### src/rtl/stack_frame_controller_pkg.sv
// Shared encodings and default pointer constants for the stack frame controller.
package stack_ctrl_pkg;

    localparam logic [15:0] STACK_TOP_DEF   = 16'hFF00;
    localparam logic [15:0] STACK_LIMIT_DEF = 16'hF000;

    typedef enum logic [2:0] {
        OP_PUSH    = 3'd0,
        OP_POP     = 3'd1,
        OP_ENTER   = 3'd2,
        OP_LEAVE   = 3'd3,
        OP_LOAD_SP = 3'd4,
        OP_ILL5    = 3'd5,
        OP_ILL6    = 3'd6,
        OP_ILL7    = 3'd7
    } op_e;

    typedef enum logic [2:0] {
        S_IDLE,
        S_PUSH_WR,
        S_POP_RD,
        S_ENTER_WR,
        S_ENTER_ALLOC,
        S_LEAVE_SP,
        S_LEAVE_RD
    } state_e;

endpackage

### src/rtl/stack_frame_controller_if.sv
// Command and data-memory signals of the stack frame controller.
// slave = the controller, master = decoder/memory side.
interface stack_frame_controller_if
    import stack_ctrl_pkg::*;
#(
    parameter int DATA_WIDTH = 16
);
    logic                  cmd_valid;
    logic                  cmd_ready;
    op_e                   cmd_op;
    logic [DATA_WIDTH-1:0] cmd_data;
    logic                  done;
    logic                  fault;
    logic [DATA_WIDTH-1:0] resp_data;
    logic                  mem_req;
    logic                  mem_we;
    logic [DATA_WIDTH-1:0] mem_addr;
    logic [DATA_WIDTH-1:0] mem_wdata;
    logic                  mem_ack;
    logic [DATA_WIDTH-1:0] mem_rdata;
    logic [DATA_WIDTH-1:0] sp;
    logic [DATA_WIDTH-1:0] bp;

    modport slave (
        input  cmd_valid, cmd_op, cmd_data, mem_ack, mem_rdata,
        output cmd_ready, done, fault, resp_data,
        output mem_req, mem_we, mem_addr, mem_wdata, sp, bp
    );

    modport master (
        output cmd_valid, cmd_op, cmd_data, mem_ack, mem_rdata,
        input  cmd_ready, done, fault, resp_data,
        input  mem_req, mem_we, mem_addr, mem_wdata, sp, bp
    );
endinterface

### src/rtl/stack_frame_controller_bounds_check.sv
// Combinational stack range check: flags a command that would leave
// [STACK_LIMIT, STACK_TOP]. Comparisons are done one bit wider to avoid wrap.
module stack_bounds_check
    import stack_ctrl_pkg::*;
#(
    parameter int                    DATA_WIDTH  = 16,
    parameter logic [DATA_WIDTH-1:0] STACK_TOP   = STACK_TOP_DEF,
    parameter logic [DATA_WIDTH-1:0] STACK_LIMIT = STACK_LIMIT_DEF
) (
    input  logic [DATA_WIDTH-1:0] sp,
    input  logic [DATA_WIDTH-1:0] bp,
    input  op_e                   op,
    input  logic [DATA_WIDTH-1:0] data,
    output logic                  violation
);
    logic [DATA_WIDTH:0] enter_floor;

    // SP-1-data < LIMIT rewritten as SP < data+LIMIT+1 so nothing underflows
    assign enter_floor = {1'b0, data} + {1'b0, STACK_LIMIT} + 1'b1;

    always_comb begin
        violation = 1'b0;
        case (op)
            OP_PUSH:    violation = (sp == STACK_LIMIT);
            OP_POP:     violation = (sp == STACK_TOP);
            OP_ENTER:   violation = ({1'b0, sp} < enter_floor);
            OP_LEAVE:   violation = (bp == STACK_TOP);
            OP_LOAD_SP: violation = (data < STACK_LIMIT) || (data > STACK_TOP);
            default:    violation = 1'b0;
        endcase
    end
endmodule

### src/rtl/stack_frame_controller.sv
// Stack pointer / base pointer sequencer executing push, pop, enter, leave and
// SP load through a req/ack memory port. Range checks need STACK_BOUNDS_CHECK_EN.
module stack_frame_controller
    import stack_ctrl_pkg::*;
#(
    parameter int                    DATA_WIDTH  = 16,
    parameter logic [DATA_WIDTH-1:0] STACK_TOP   = STACK_TOP_DEF,
    parameter logic [DATA_WIDTH-1:0] STACK_LIMIT = STACK_LIMIT_DEF
) (
    input logic                     clock,
    input logic                     reset,
    stack_frame_controller_if.slave bus
);
    state_e                state;
    logic [DATA_WIDTH-1:0] sp_q, bp_q, data_q, addr_q, wdata_q, resp_q;
    logic                  req_q, we_q, done_q, fault_q;
    logic                  violation, illegal;

`ifdef STACK_BOUNDS_CHECK_EN
    stack_bounds_check #(
        .DATA_WIDTH (DATA_WIDTH),
        .STACK_TOP  (STACK_TOP),
        .STACK_LIMIT(STACK_LIMIT)
    ) u_bounds (
        .sp       (sp_q),
        .bp       (bp_q),
        .op       (bus.cmd_op),
        .data     (bus.cmd_data),
        .violation(violation)
    );
`else
    logic unused_limit;
    assign unused_limit = ^STACK_LIMIT;
    assign violation    = 1'b0;
`endif

    assign illegal = bus.cmd_op inside {OP_ILL5, OP_ILL6, OP_ILL7};

    always_ff @(posedge clock) begin
        if (reset) begin
            state   <= S_IDLE;
            sp_q    <= STACK_TOP;
            bp_q    <= STACK_TOP;
            data_q  <= '0;
            addr_q  <= '0;
            wdata_q <= '0;
            resp_q  <= '0;
            req_q   <= 1'b0;
            we_q    <= 1'b0;
            done_q  <= 1'b0;
            fault_q <= 1'b0;
        end else begin
            done_q  <= 1'b0;
            fault_q <= 1'b0;
            case (state)
                S_IDLE: begin
                    if (bus.cmd_valid) begin
                        data_q <= bus.cmd_data;
                        if (illegal || violation) begin
                            fault_q <= 1'b1;
                        end else begin
                            case (bus.cmd_op)
                                OP_PUSH: begin
                                    state   <= S_PUSH_WR;
                                    req_q   <= 1'b1;
                                    we_q    <= 1'b1;
                                    addr_q  <= sp_q - 1'b1;
                                    wdata_q <= bus.cmd_data;
                                end
                                OP_POP: begin
                                    state  <= S_POP_RD;
                                    req_q  <= 1'b1;
                                    we_q   <= 1'b0;
                                    addr_q <= sp_q;
                                end
                                OP_ENTER: begin
                                    state   <= S_ENTER_WR;
                                    req_q   <= 1'b1;
                                    we_q    <= 1'b1;
                                    addr_q  <= sp_q - 1'b1;
                                    wdata_q <= bp_q;
                                end
                                OP_LEAVE: state <= S_LEAVE_SP;
                                OP_LOAD_SP: begin
                                    sp_q   <= bus.cmd_data;
                                    done_q <= 1'b1;
                                end
                                default: fault_q <= 1'b1;
                            endcase
                        end
                    end
                end
                S_PUSH_WR: begin
                    if (req_q && bus.mem_ack) begin
                        req_q  <= 1'b0;
                        we_q   <= 1'b0;
                        sp_q   <= sp_q - 1'b1;
                        done_q <= 1'b1;
                        state  <= S_IDLE;
                    end
                end
                S_POP_RD: begin
                    if (req_q && bus.mem_ack) begin
                        req_q  <= 1'b0;
                        resp_q <= bus.mem_rdata;
                        sp_q   <= sp_q + 1'b1;
                        done_q <= 1'b1;
                        state  <= S_IDLE;
                    end
                end
                S_ENTER_WR: begin
                    // Old BP is saved; the saved slot becomes the new frame base
                    if (req_q && bus.mem_ack) begin
                        req_q <= 1'b0;
                        we_q  <= 1'b0;
                        sp_q  <= sp_q - 1'b1;
                        bp_q  <= sp_q - 1'b1;
                        state <= S_ENTER_ALLOC;
                    end
                end
                S_ENTER_ALLOC: begin
                    sp_q   <= sp_q - data_q;
                    done_q <= 1'b1;
                    state  <= S_IDLE;
                end
                S_LEAVE_SP: begin
                    sp_q   <= bp_q;
                    req_q  <= 1'b1;
                    we_q   <= 1'b0;
                    addr_q <= bp_q;
                    state  <= S_LEAVE_RD;
                end
                S_LEAVE_RD: begin
                    if (req_q && bus.mem_ack) begin
                        req_q  <= 1'b0;
                        bp_q   <= bus.mem_rdata;
                        sp_q   <= sp_q + 1'b1;
                        done_q <= 1'b1;
                        state  <= S_IDLE;
                    end
                end
                default: state <= S_IDLE;
            endcase
        end
    end

    assign bus.cmd_ready = (state == S_IDLE) && !reset;
    assign bus.done      = done_q;
    assign bus.fault     = fault_q;
    assign bus.resp_data = resp_q;
    assign bus.mem_req   = req_q;
    assign bus.mem_we    = we_q;
    assign bus.mem_addr  = addr_q;
    assign bus.mem_wdata = wdata_q;
    assign bus.sp        = sp_q;
    assign bus.bp        = bp_q;
endmodule

### src/flat_wrapper.sv
// flat-port wrapper written by rule: the top's interface ports become plain ports
module stack_frame_controller_flat import stack_ctrl_pkg::*;
#(
    parameter int                    DATA_WIDTH  = 16,
    parameter logic [DATA_WIDTH-1:0] STACK_TOP   = STACK_TOP_DEF,
    parameter logic [DATA_WIDTH-1:0] STACK_LIMIT = STACK_LIMIT_DEF
)
  (clock, reset, bus_cmd_valid, bus_cmd_op, bus_cmd_data, bus_mem_ack, bus_mem_rdata, bus_cmd_ready, bus_done, bus_fault, bus_resp_data, bus_mem_req, bus_mem_we, bus_mem_addr, bus_mem_wdata, bus_sp, bus_bp);
  stack_frame_controller_if #(.DATA_WIDTH(DATA_WIDTH)) bus_i ();
  input logic clock;
  input logic reset;
  input wire logic [$bits(bus_i.cmd_valid)-1:0] bus_cmd_valid;
  input wire logic [$bits(bus_i.cmd_op)-1:0] bus_cmd_op;
  input wire logic [$bits(bus_i.cmd_data)-1:0] bus_cmd_data;
  input wire logic [$bits(bus_i.mem_ack)-1:0] bus_mem_ack;
  input wire logic [$bits(bus_i.mem_rdata)-1:0] bus_mem_rdata;
  output wire logic [$bits(bus_i.cmd_ready)-1:0] bus_cmd_ready;
  output wire logic [$bits(bus_i.done)-1:0] bus_done;
  output wire logic [$bits(bus_i.fault)-1:0] bus_fault;
  output wire logic [$bits(bus_i.resp_data)-1:0] bus_resp_data;
  output wire logic [$bits(bus_i.mem_req)-1:0] bus_mem_req;
  output wire logic [$bits(bus_i.mem_we)-1:0] bus_mem_we;
  output wire logic [$bits(bus_i.mem_addr)-1:0] bus_mem_addr;
  output wire logic [$bits(bus_i.mem_wdata)-1:0] bus_mem_wdata;
  output wire logic [$bits(bus_i.sp)-1:0] bus_sp;
  output wire logic [$bits(bus_i.bp)-1:0] bus_bp;
  assign bus_i.cmd_valid = bus_cmd_valid;
  assign bus_i.cmd_op = bus_cmd_op;
  assign bus_i.cmd_data = bus_cmd_data;
  assign bus_i.mem_ack = bus_mem_ack;
  assign bus_i.mem_rdata = bus_mem_rdata;
  assign bus_cmd_ready = bus_i.cmd_ready;
  assign bus_done = bus_i.done;
  assign bus_fault = bus_i.fault;
  assign bus_resp_data = bus_i.resp_data;
  assign bus_mem_req = bus_i.mem_req;
  assign bus_mem_we = bus_i.mem_we;
  assign bus_mem_addr = bus_i.mem_addr;
  assign bus_mem_wdata = bus_i.mem_wdata;
  assign bus_sp = bus_i.sp;
  assign bus_bp = bus_i.bp;
  stack_frame_controller #(.DATA_WIDTH(DATA_WIDTH), .STACK_TOP(STACK_TOP), .STACK_LIMIT(STACK_LIMIT)) u_core (.clock(clock), .reset(reset), .bus(bus_i));
endmodule
### config.mk
export PLATFORM = sky130hd
export DESIGN_NAME = stack_frame_controller_flat
export DESIGN_NICKNAME = d
export VERILOG_FILES = /design/src/rtl/stack_frame_controller_pkg.sv /design/src/rtl/stack_frame_controller_if.sv /design/src/rtl/stack_frame_controller_bounds_check.sv /design/src/rtl/stack_frame_controller.sv /design/src/flat_wrapper.sv
export SDC_FILE = /design/constraint.sdc
export NUM_CORES = 1
export LEC_CHECK = 0
export ABC_CLOCK_PERIOD_IN_PS = 3100
export CAP_MARGIN = 20
export CORE_MARGIN = 2
export CORE_UTILIZATION = 40
export DETAILED_ROUTE_END_ITERATION = 6
export HOLD_SLACK_MARGIN = 0.05
export PLACE_DENSITY = 0.72
export SLEW_MARGIN = 20
export SYNTH_ARGS = -nofsm -noshare
export SYNTH_HDL_FRONTEND = slang
export SYNTH_HIERARCHICAL = 1
export SYNTH_SLANG_ARGS = --single-unit
### constraint.sdc
create_clock -name clock -period 3.1 [get_ports clock]
set_input_delay 0.62 -clock clock [delete_from_list [all_inputs] [get_ports clock]]
set_output_delay 0.62 -clock clock [all_outputs]
set_load 0.02 [all_outputs]
==> results of run 1 <==
[layout by cell type, fill, tap and decap left out, types with 6 or more instances in the layout]
cell,count
sky130_fd_sc_hd__nand2_1,129
sky130_fd_sc_hd__clkdlybuf4s50_1,122
sky130_fd_sc_hd__dfxtp_1,101
sky130_fd_sc_hd__nor2_1,100
sky130_fd_sc_hd__a21oi_1,93
sky130_fd_sc_hd__buf_4,64
sky130_fd_sc_hd__a211oi_1,36
sky130_fd_sc_hd__mux2i_1,29
sky130_fd_sc_hd__xnor2_1,28
sky130_fd_sc_hd__o21ai_0,28
sky130_fd_sc_hd__xor2_1,24
sky130_fd_sc_hd__nor3_1,16
sky130_fd_sc_hd__ha_1,16
sky130_fd_sc_hd__o211ai_1,15
sky130_fd_sc_hd__inv_1,15
sky130_fd_sc_hd__nand3_1,14
sky130_fd_sc_hd__clkbuf_16,9
sky130_fd_sc_hd__a21o_1,6
sky130_fd_sc_hd__nor4_4,6
[cells by family after synthesis]
logic type               after synthesis  share of synthesized area
multiplexers                          32                     0.0511
XOR/XNOR                              52                     0.0719
AND/OR/NAND/NOR                      316                      0.234
AO/OA/AOI/OAI                        235                      0.235
adder cells (fa/ha/maj)               18                     0.0367
flip-flops                           103                      0.325
buffers and inverters                 74                     0.0460
[power breakdown]
part | switching [mW] | total (mW) | internal, mW
clock | 0.523 | 1.17 | 0.649
sequential | 0.178 | 1.65 | 1.48
combinational | 2.06 | 3.62 | 1.56
total | 2.76 | 6.45 | 3.69
[state kept, by name (all words and copies together), names as in the netlist]
name,cells
u_core/bus.mem_req,1
u_core/bus.fault,1
u_core/bus.mem_addr,16
u_core/state,3
u_core/bus.mem_we,1
u_core/bus.mem_wdata,16
u_core/data_q,16
u_core/bus.bp,16
u_core/bus.done,1
u_core/bus.resp_data,16
u_core/bus.sp,16
[per-layer routing]
layer | vias up | global-route usage
li1 | 3209 | -
met1 | 3162 | 0.335
met2 | 262 | 0.392
met3 | 34 | 0.0472
met4 | 0 | 0.0803
met5 | - | 0
[cell usage after synthesis (4+ instances only)]
library cell	n	area [µm²]
sky130_fd_sc_hd__mux2i_1	29	290
sky130_fd_sc_hd__ha_1	17	213
sky130_fd_sc_hd__a221oi_1	7	61.3
sky130_fd_sc_hd__xnor2_1	28	245
sky130_fd_sc_hd__a21o_1	6	45.0
sky130_fd_sc_hd__dfxtp_1	103	2060
sky130_fd_sc_hd__nor4_4	4	85.1
sky130_fd_sc_hd__o211ai_1	15	113
sky130_fd_sc_hd__xor2_1	24	210
sky130_fd_sc_hd__nand2_1	131	492
sky130_fd_sc_hd__buf_2	5	25.0
sky130_fd_sc_hd__a31oi_1	5	31.3
sky130_fd_sc_hd__o22ai_1	4	25.0
sky130_fd_sc_hd__nor3_1	18	90.1
sky130_fd_sc_hd__nor2_1	105	394
sky130_fd_sc_hd__and2_1	4	25.0
sky130_fd_sc_hd__o22a_1	4	35.0
sky130_fd_sc_hd__o21ai_0	31	155
sky130_fd_sc_hd__inv_1	15	56.3
sky130_fd_sc_hd__nand2b_1	5	31.3
sky130_fd_sc_hd__a211o_1	5	43.8
sky130_fd_sc_hd__clkbuf_1	51	191
sky130_fd_sc_hd__nand3_1	14	70.1
sky130_fd_sc_hd__a21oi_1	97	485
sky130_fd_sc_hd__a211oi_1	36	270
[area by class of cell]
type                    instances  area, µm²
fillers                      1526       7130
multi-input cells             653       4130
flip-flops and latches        103       2060
repair buffers                186       1700
well taps                     216        270
clock buffers                  11        243
clock inverters                 5       56.3
inverters                      15       56.3
[what timing repair did]
action	in CTS	in global routing
setup buffers	0	3
hold endpoints to repair	0	0
cloned	0	0
hold buffers	0	0
resized for setup	3	21
setup endpoints to repair	1	6
pin swaps	0	21
[critical path: cells and delay by family, from the launching register on]
family | cells | cell delay (ns)
xor gates and xnor gates | 2 | 0.31
adders and majority gates | 1 | 0.33
DFF | 1 | 0.32
AOI/OAI and AO/OA | 5 | 0.87
and+or+nand+nor | 5 | 1.12
[path summary, 6_finish.rpt]
kind                             end  slack (ns)  cells after the start
max                u_core/bus.sp[15]        0.05                     13
min          u_core/bus.resp_data[4]        0.46                      2
max reg2reg        u_core/bus.sp[15]        0.05                     13
min reg2reg  u_core/bus.resp_data[4]        0.46                      2
[stage by stage]
step | util | cells | hold WS [ns] | TNS, ns
2_1_floorplan | - | 830 | 0.445 | 0
3_3_place_gp | 0.517 | 1170 | 0.445 | -0.0150
3_5_place_dp | 0.517 | 1170 | 0.447 | -0.0374
4_1_cts | 0.537 | 1186 | 0.457 | 0
5_1_grt | 0.544 | 1189 | 0.474 | -0.200
6_report | 0.544 | 1189 | 0.456 | 0
==> impl_metrics.sql, run 1 <==
INSERT INTO impl_metrics (metric_group, metric, value, unit) VALUES
('floorplanning', 'placementRows', '46', ''),
('floorplanning', 'die_y', '130', 'µm'),
('placement', 'placement.io_buffers', '123', ''),
('synthesis', 'synth_ff_type', 'sky130_fd_sc_hd__dfxtp_1', ''),
('synthesis', 'synth_fp_nets', '887', ''),
('critical_path', 'criticalPathCategory', 'reg2reg', ''),
('worst_hold_path', 'min-delay-start', 'u_core/bus.resp_data[4]', ''),
('sta', 'final-max-slew-violation-count', '0', ''),
('critical_path', 'worstSetupStartpoint', 'u_core/data_q[7]', ''),
('placement', 'dp_slack', '-0.0374', 'ns'),
('finish', 'layout.cell_area.non_filler', '8520', 'µm²'),
('finish', 'drive_above_1_share', '0.129', ''),
('sta', 'relSlewSlack', '0.485', ''),
('placement', 'place.gp.congestion', '0.908', ''),
('sta', 'final_setup_violation_count', '0', ''),
('routing', 'wl_met2', '9800', 'µm'),
('global_routing', 'grt_util_all_layers', '0.246', ''),
('clock_tree', 'cts_root_buffer', 'sky130_fd_sc_hd__clkbuf_16', ''),
('routing', 'num_vias', '6667', ''),
('critical_path', 'critPathMaxFanout', '4', ''),
('critical_path', 'crit_slowest_cell', 'sky130_fd_sc_hd__or4_4', ''),
('clock_tree', 'clock_sink_count', '103', ''),
('synthesis', 'synth_edf_count', '0', ''),
('synthesis', 'postSynthRegisterBits', '103', ''),
('synthesis', 'synth-seq-area-share', '0.325', ''),
('routing', 'first_iter_violations', '600', ''),
('placement', 'postPlaceCellArea', '8090', 'µm²'),
('clock_tree', 'clock_tree.buffer_depth', '2', ''),
('routing', 'dr.max_layer_used', 'met4', ''),
('sta', 'maxClockFrequency', '0.328', 'GHz'),
('synthesis', 'synthArstFlopShare', '0', ''),
('critical_path', 'setup.worst_path.start_class', 'flop', ''),
('clock_tree', 'clk-insertion-delay-late', '0.35', 'ns'),
('pwr', 'peakVddDrop', '0.393', 'mV'),
('job', 'drv_cap', '0', ''),
('floorplanning', 'floorplan.core_area', '15700', 'µm²'),
('clock_tree', 'clock_slew_seen_by_the_registers_of_the_worst_setup_and_hold_paths', '0.07', 'ns'),
('global_routing', 'grt_max_degree', '72', ''),
('status', 'outcome', 'finished, final reports clean', ''),
('critical_path', 'worst_r2r_startpoint', 'u_core/data_q[7]', ''),
('routing', 'avgRoutedWirePerCell', '17.7', 'µm'),
('routing', 'vias_per_cell', '5.61', ''),
('synthesis', 'synthesis.instances', '830', ''),
('routing', 'detailedRoute.firstPassIterationCount', '6', ''),
('floorplanning', 'initial_utilization', '0.405', ''),
('floorplanning', 'floorplan.die_area', '16900', 'µm²'),
('routing', 'ant_nets', '0', ''),
('sta', 'worstMarginPinSlew', '0.765', 'ns'),
('critical_path', 'worstPathRequired', '3.35', 'ns'),
('clock_tree', 'cts-htree-levels', '3', ''),
('global_routing', 'first_global_vias', '6046', ''),
('finish', 'nets', '1025', ''),
('synthesis', 'synth.avg_cell_area', '7.63', 'µm²'),
('synthesis', 'synthesis.yosys.warnings', '6', ''),
('routing', 'met3RoutedLength', '1390', 'µm'),
('critical_path', 'timing.critical_path.arrival', '3.30', 'ns'),
('sta', 'period_needed', '3.05', 'ns'),
('routing', 'drt-met1-wl', '9330', 'µm'),
('global_routing', 'antenna_found_initial', '0', ''),
('clock_tree', 'cts_tree', 'done', ''),
('global_routing', 'grt-ovfl-total', '0', ''),
('critical_path', 'slowest_delay', '0.53', 'ns'),
('finish', 'areaGrowthSynthToFinish', '34.5', '%'),
('synthesis', 'synth_area', '6340', 'µm²'),
('sta', 'clock_skew', '0.00513', 'ns'),
('pwr', 'power_per_cell_area', '757', 'nW/µm²'),
('pwr', 'post-layout-total-power', '6.45', 'mW'),
('floorplanning', 'pin_count', '124', ''),
('placement', 'dp_hpwl', '15600', 'µm'),
('finish', 'n_antenna_cell', '0', ''),
('floorplanning', 'die-width', '130', 'µm'),
('worst_hold_path', 'hold_class', 'reg2reg', ''),
('critical_path', 'worst_setup_path_end_kind', 'flop', ''),
('routing', 'wl', '21100', 'µm'),
('sta', 'fin_ws', '0.0476', 'ns'),
('sta', 'finalHoldViolations', '0', ''),
('sta', 'timing.final.crit_share', '0.985', ''),
('clock_tree', 'tritoncts.num_buffers', '9', ''),
('pwr', 'cellLeakagePower', '3.09', 'nW'),
('synthesis', 'synth_cell_types', '65', ''),
('routing', 'drcViolationCount', '0', ''),
('sta', 'rsz_0062_raised_after_global_routing', 'yes', ''),
('global_routing', 'global_route_wire_length_before_repair', '32100', 'µm'),
('critical_path', 'crit_path_cell_trace', 'or4_4 -> or3_4 -> nor2_4 -> xor2_1 -> nor2_1 -> ha_1 -> a21oi_2 -> nand2_1 -> a221oi_2 -> o21ai_1 -> xor2_1 -> o22a_1 -> o22a_1', '');
(Power assumes the default switching activity.)
==> run 2, diff against run 1 <==
- CORE_ASPECT_RATIO: not set -> 1.1
- SETUP_SLACK_MARGIN: not set -> 0.4
==> impl_metrics.sql, run 2 (same netlist as run 1, synthesis figures left out) <==
INSERT INTO impl_metrics (metric_group, metric, value, unit) VALUES
('placement', 'numPlacedInstances', '1141', ''),
('critical_path', 'timing.critical_path.arrival', '3.31', 'ns'),
('global_routing', 'global_route_wire_length_before_repair', '32700', 'µm'),
('job', 'drv_cap', '0', ''),
('critical_path', 'criticalPathCategory', 'reg2reg', ''),
('placement', 'place.gp.congestion', '0.902', ''),
('global_routing', 'first_global_vias', '6032', ''),
('sta', 'maxClockFrequency', '0.327', 'GHz'),
('finish', 'layout.cell_area.non_filler', '8550', 'µm²'),
('clock_tree', 'clock_tree.buffer_depth', '2', ''),
('global_routing', 'grt_max_degree', '60', ''),
('critical_path', 'setup.worst_path.start_class', 'flop', ''),
('sta', 'finalHoldViolations', '0', ''),
('finish', 'nets', '1017', ''),
('global_routing', 'grt_util_all_layers', '0.254', ''),
('clock_tree', 'cts_root_buffer', 'sky130_fd_sc_hd__clkbuf_16', ''),
('critical_path', 'crit_path_cell_trace', 'nor4_4 -> nand2_1 -> or2_4 -> nor4_4 -> xor2_1 -> nor2_1 -> ha_1 -> a21o_1 -> o21bai_1 -> a221oi_2 -> o21ai_1 -> xor2_1 -> o22a_1 -> o22a_1', ''),
('critical_path', 'worstPathRequired', '3.35', 'ns'),
('critical_path', 'critPathMaxFanout', '4', ''),
('pwr', 'cellLeakagePower', '3.08', 'nW'),
('routing', 'detailedRoute.firstPassIterationCount', '5', ''),
('critical_path', 'crit_slowest_cell', 'sky130_fd_sc_hd__dfxtp_2', ''),
('finish', 'layout_common_cells', '127 x sky130_fd_sc_hd__nand2_1, 121 x sky130_fd_sc_hd__clkdlybuf4s50_1, 100 x sky130_fd_sc_hd__nor2_1', ''),
('critical_path', 'worst_setup_path_end_kind', 'flop', ''),
('placement', 'placement.io_buffers', '123', ''),
('critical_path', 'slowest_delay', '0.35', 'ns'),
('critical_path', 'critical_path_buf_inv_count', '0', ''),
('sta', 'worstMarginPinSlew', '0.738', 'ns'),
('status', 'outcome', 'finished, final reports clean', ''),
('floorplanning', 'initial_utilization', '0.406', ''),
('routing', 'ant_nets', '0', ''),
('floorplanning', 'floorplan.die_area', '16900', 'µm²'),
('placement', 'dp_hpwl', '15800', 'µm'),
('sta', 'timing.final.crit_share', '0.986', ''),
('global_routing', 'antenna_found_initial', '0', ''),
('sta', 'final_setup_violation_count', '0', ''),
('placement', 'postPlaceCellArea', '8010', 'µm²'),
('finish', 'post_layout_nonfiller_instances', '1165', ''),
('sta', 'final-max-slew-violation-count', '0', ''),
('clock_tree', 'clk-insertion-delay-late', '0.36', 'ns'),
('clock_tree', 'tritoncts.num_buffers', '9', ''),
('pwr', 'peakVddDrop', '0.367', 'mV'),
('routing', 'vias_per_cell', '5.70', ''),
('sta', 'period_needed', '3.06', 'ns'),
('finish', 'n_antenna_cell', '0', ''),
('finish', 'drive_above_1_share', '0.141', ''),
('worst_hold_path', 'hold_class', 'reg2reg', ''),
('sta', 'clock_skew', '0.0121', 'ns'),
('clock_tree', 'cts_tree', 'done', ''),
('floorplanning', 'die_y', '136', 'µm'),
('floorplanning', 'floorplan.core_area', '15600', 'µm²'),
('critical_path', 'critPathTopFamily', 'compound AO/OA/AOI/OAI gates', ''),
('routing', 'first_iter_violations', '472', ''),
('floorplanning', 'die-width', '124', 'µm'),
('pwr', 'power_per_cell_area', '775', 'nW/µm²'),
('floorplanning', 'pin_count', '124', ''),
('sta', 'relSlewSlack', '0.506', ''),
('sta', 'rsz_0062_raised_after_global_routing', 'yes', ''),
('finish', 'most_common_library_cell_in_the_layout_ignoring_fill_and_taps', 'sky130_fd_sc_hd__nand2_1', ''),
('routing', 'drcViolationCount', '0', ''),
('finish', 'areaGrowthSynthToFinish', '35.0', '%'),
('clock_tree', 'clock_sink_count', '103', ''),
('routing', 'avgRoutedWirePerCell', '18.4', 'µm'),
('clock_tree', 'clock_slew_seen_by_the_registers_of_the_worst_setup_and_hold_paths', '0.07', 'ns'),
('global_routing', 'grt-ovfl-total', '0', ''),
('finish', 'fillers', '1490', ''),
('clock_tree', 'cts-htree-levels', '3', ''),
('routing', 'num_vias', '6637', ''),
('routing', 'wl', '21400', 'µm'),
('floorplanning', 'placementRows', '48', '');
==> run 2: changes by cell type in the layout (fill, tap and decap cells not counted), sizes merged <==
cell and delta:
buf -8, inv +2, clkbuf -1, clkdlybuf4s50 -1, clkinv -1, dlygate4sd2 +1
==> run 2: worst paths after layout <==
| check | start | to | slack, ns | depth (start not counted) |
|---|---|---|---|---|
| max | u_core/data_q[5] | u_core/bus.sp[15] | 0.04 | 14 |
| min | u_core/bus.resp_data[13] | u_core/bus.resp_data[13] | 0.46 | 2 |
| max reg2reg | u_core/data_q[5] | u_core/bus.sp[15] | 0.04 | 14 |
| min reg2reg | u_core/bus.resp_data[13] | u_core/bus.resp_data[13] | 0.46 | 2 |
==> run 2: cell type report <==
type,instances,area (µm²),area share
Clock inverter,6,72.6,0.00849
Inverter,15,56.3,0.00658
Clock buffer,10,239,0.0279
Timing Repair Buffer,178,1650,0.193
Tap cell,200,250,0.0293
Multi-Input combinational cell,653,4210,0.492
Sequential cell,103,2070,0.242
==> run 2: per-layer routing <==
layer / track usage / up-vias / part of all wire
met5: 0 / - / 0
met4: 0.122 / 0 / 0.039
met3: 0.0461 / 47 / 0.073
met2: 0.406 / 264 / 0.47
met1: 0.328 / 3122 / 0.41
li1: - / 3204 / -
==> run 2: where the power goes <==
part / internal (mW) / switching [mW]
logic: 1.63 / 2.10
registers: 1.48 / 0.197
clock network: 0.660 / 0.568
total: 3.76 / 2.86
==> run 2: worst min-delay path: cells and delay by family (launching register included) <==
kind | cells | cell delay [ns]
DFF | 1 | 0.31
AOI/OAI and AO/OA | 1 | 0.05
and+or+nand+nor | 1 | 0.05
==> run 2: repair_timing <==
action                                  in CTS  in global routing
gates resized for setup                     15                 21
buffers inserted                             8                  0
endpoints found under the setup margin      13                 10
hold buffers                                 0                  0
pin swaps                                   11                 14
==> run 2: through the flow <==
step	setup slack (ns)	total power [mW]	utilization	TNS [ns]	hold WS, ns
finish	0.0431	6.63	0.548	0	0.461
global route	-0.157	7.04	0.548	-0.157	0.476
CTS	0.0429	6.44	0.541	0	0.458
detailed placement	0.000294	5.01	0.513	0	0.450
global placement	0.0359	4.98	0.513	0	0.442
floorplan	0.0370	3.99	-	0	0.445
==> run 3, diff against run 2 <==
- CORE_ASPECT_RATIO: 1.1 -> 0.6
==> impl_metrics.sql, run 3 (same netlist as run 1, synthesis figures left out) <==
INSERT INTO impl_metrics (metric_group, metric, value, unit) VALUES
('critical_path', 'critPathTopFamily', 'simple AND/OR/NAND/NOR gates', ''),
('placement', 'postPlaceCellArea', '8120', 'µm²'),
('critical_path', 'slowest_delay', '0.53', 'ns'),
('floorplanning', 'pin_count', '124', ''),
('clock_tree', 'cts-htree-levels', '3', ''),
('global_routing', 'grt-ovfl-total', '0', ''),
('placement', 'placement.io_buffers', '123', ''),
('critical_path', 'critical_path_buf_inv_count', '0', ''),
('finish', 'most_common_library_cell_in_the_layout_ignoring_fill_and_taps', 'sky130_fd_sc_hd__nand2_1', ''),
('global_routing', 'grt_util_all_layers', '0.255', ''),
('routing', 'avgRoutedWirePerCell', '19.1', 'µm'),
('sta', 'period_needed', '3.05', 'ns'),
('finish', 'nets', '1033', ''),
('finish', 'n_antenna_cell', '0', ''),
('finish', 'post-route-util', '0.567', ''),
('routing', 'first_iter_violations', '801', ''),
('finish', 'multiInputGateArea', '4310', 'µm²'),
('sta', 'final-max-slew-violation-count', '0', ''),
('floorplanning', 'placementRows', '35', ''),
('sta', 'rsz_0062_raised_after_global_routing', 'yes', ''),
('pwr', 'p_comb_frac', '0.597', ''),
('clock_tree', 'cts_tree', 'done', ''),
('pwr', 'switching_share', '0.441', ''),
('pwr', 'p_clk_frac', '0.161', ''),
('routing', 'vias_per_cell', '5.83', ''),
('finish', 'areaGrowthSynthToFinish', '38.0', '%'),
('floorplanning', 'die-width', '166', 'µm'),
('sta', 'finalHoldViolations', '0', ''),
('critical_path', 'setup.worst_path.start_class', 'flop', ''),
('finish', 'drive_above_1_share', '0.165', ''),
('clock_tree', 'clock_sink_count', '103', ''),
('pwr', 'power.internal', '3.86', 'mW'),
('global_routing', 'first_global_vias', '6165', ''),
('pwr', 'seq_power_share', '0.242', ''),
('floorplanning', 'floorplan.die_area', '16900', 'µm²'),
('sta', 'fin_ws', '0.0463', 'ns'),
('sta', 'worstMarginPinSlew', '0.998', 'ns'),
('floorplanning', 'floorplan.core_area', '15400', 'µm²'),
('clock_tree', 'tritoncts.num_buffers', '9', ''),
('sta', 'maxClockFrequency', '0.327', 'GHz'),
('global_routing', 'grt_max_degree', '74', ''),
('floorplanning', 'die_y', '101', 'µm'),
('sta', 'timing.hold.ws', '0.458', 'ns'),
('global_routing', 'global_route_wire_length_before_repair', '33900', 'µm'),
('clock_tree', 'cts-hold-fix-buffers', '0', ''),
('finish', 'layout.cell_area.non_filler', '8740', 'µm²'),
('critical_path', 'critPathMaxFanout', '5', ''),
('placement', 'dp_slack', '-0.0218', 'ns'),
('critical_path', 'crit_slowest_cell', 'sky130_fd_sc_hd__or4_4', ''),
('pwr', 'peakVddDrop', '0.378', 'mV'),
('sta', 'relSlewSlack', '0.328', ''),
('critical_path', 'worstPathRequired', '3.35', 'ns'),
('finish', 'fillers', '1429', ''),
('sta', 'final_setup_violation_count', '0', ''),
('pwr', 'cellLeakagePower', '3.15', 'nW'),
('routing', 'wl', '22600', 'µm'),
('placement', 'place.gp.congestion', '0.992', ''),
('routing', 'ant_nets', '0', ''),
('job', 'drv_cap', '0', ''),
('sta', 'clock_skew', '0.0112', 'ns'),
('critical_path', 'worst_setup_path_end_kind', 'flop', ''),
('finish', 'layout_common_cells', '127 x sky130_fd_sc_hd__nand2_1, 121 x sky130_fd_sc_hd__clkdlybuf4s50_1, 98 x sky130_fd_sc_hd__dfxtp_1', ''),
('finish', 'ff_latch_area', '2070', 'µm²'),
('critical_path', 'crit_path_cell_trace', 'or4_4 -> or3_4 -> nor2_4 -> xor2_1 -> nor2_1 -> ha_4 -> a21oi_2 -> nand2_1 -> a221oi_2 -> o21ai_1 -> xor2_1 -> o22a_1 -> o22a_1', ''),
('clock_tree', 'clock_tree.buffer_depth', '2', ''),
('clock_tree', 'clock_slew_seen_by_the_registers_of_the_worst_setup_and_hold_paths', '0.07', 'ns'),
('critical_path', 'timing.critical_path.arrival', '3.30', 'ns'),
('sta', 'finalSetupTns', '0', 'ns'),
('status', 'outcome', 'finished, final reports clean', ''),
('clock_tree', 'cts_root_buffer', 'sky130_fd_sc_hd__clkbuf_16', ''),
('sta', 'timing.final.crit_share', '0.985', ''),
('floorplanning', 'initial_utilization', '0.411', ''),
('routing', 'num_vias', '6894', ''),
('pwr', 'power.net_switching', '3.05', 'mW'),
('worst_hold_path', 'hold_class', 'reg2reg', ''),
('routing', 'drcViolationCount', '0', ''),
('placement', 'dp_hpwl', '16600', 'µm'),
('pwr', 'power_per_cell_area', '791', 'nW/µm²'),
('global_routing', 'antenna_found_initial', '0', ''),
('routing', 'detailedRoute.firstPassIterationCount', '6', ''),
('critical_path', 'criticalPathCategory', 'reg2reg', ''),
('clock_tree', 'clk-insertion-delay-late', '0.35', 'ns');
-- run 3: through the flow --
stage                     std cells  power (mW)
after floorplan                 830        3.99
after global placement         1156        5.14
after detailed placement       1156        5.17
after CTS                      1174        6.50
after global routing           1183        7.29
final                          1183        6.91
-- run 3: power by group through the flow --
| stage | clock, mW | combinational [mW] | sequential [mW] |
|---|---|---|---|
| 2_1_floorplan | 0 | 2.23 | 1.76 |
| 3_3_place_gp | 0 | 3.46 | 1.68 |
| 3_5_place_dp | 0 | 3.48 | 1.69 |
| 4_1_cts | 1.13 | 3.71 | 1.66 |
| 5_1_grt | 1.17 | 4.43 | 1.69 |
| 6_report | 1.11 | 4.13 | 1.68 |
-- run 3: worst min-delay path, delay by kind of cell (launching register included) --
kind | cells | cell delay (ns)
simple gates | 1 | 0.05
flops | 1 | 0.31
compound gates | 1 | 0.05
-- run 3: routing by layer --
metal / GRT usage / wire length [µm]
met4: 0.0584 / 306
met1: 0.369 / 10200
met5: 0 / 0
met3: 0.0668 / 2480
met2: 0.380 / 9640
-- run 3: path summary, 6_finish.rpt --
kind,depth (start not counted),to,from,slack (ns)
min reg2reg,2,u_core/bus.resp_data[8],u_core/bus.resp_data[8],0.46
max,13,u_core/bus.sp[15],u_core/data_q[10],0.05
min,2,u_core/bus.resp_data[8],u_core/bus.resp_data[8],0.46
max reg2reg,13,u_core/bus.sp[15],u_core/data_q[10],0.05
-- run 3: layout make-up --
class | count | area share
repair buffers | 193 | 0.203
clock inverters | 6 | 0.00615
flip-flops and latches | 103 | 0.237
well taps | 203 | 0.0290
inverters | 15 | 0.00644
multi-input cells | 654 | 0.493
clock buffers | 9 | 0.0258
-- run 3: what timing repair did --
action,4_1_cts,5_1_grt
endpoints found under the setup margin,15,15
cloned,0,1
hold endpoints to repair,0,0
gates resized for setup,22,31
pin swaps,12,22
buffers inserted,3,8
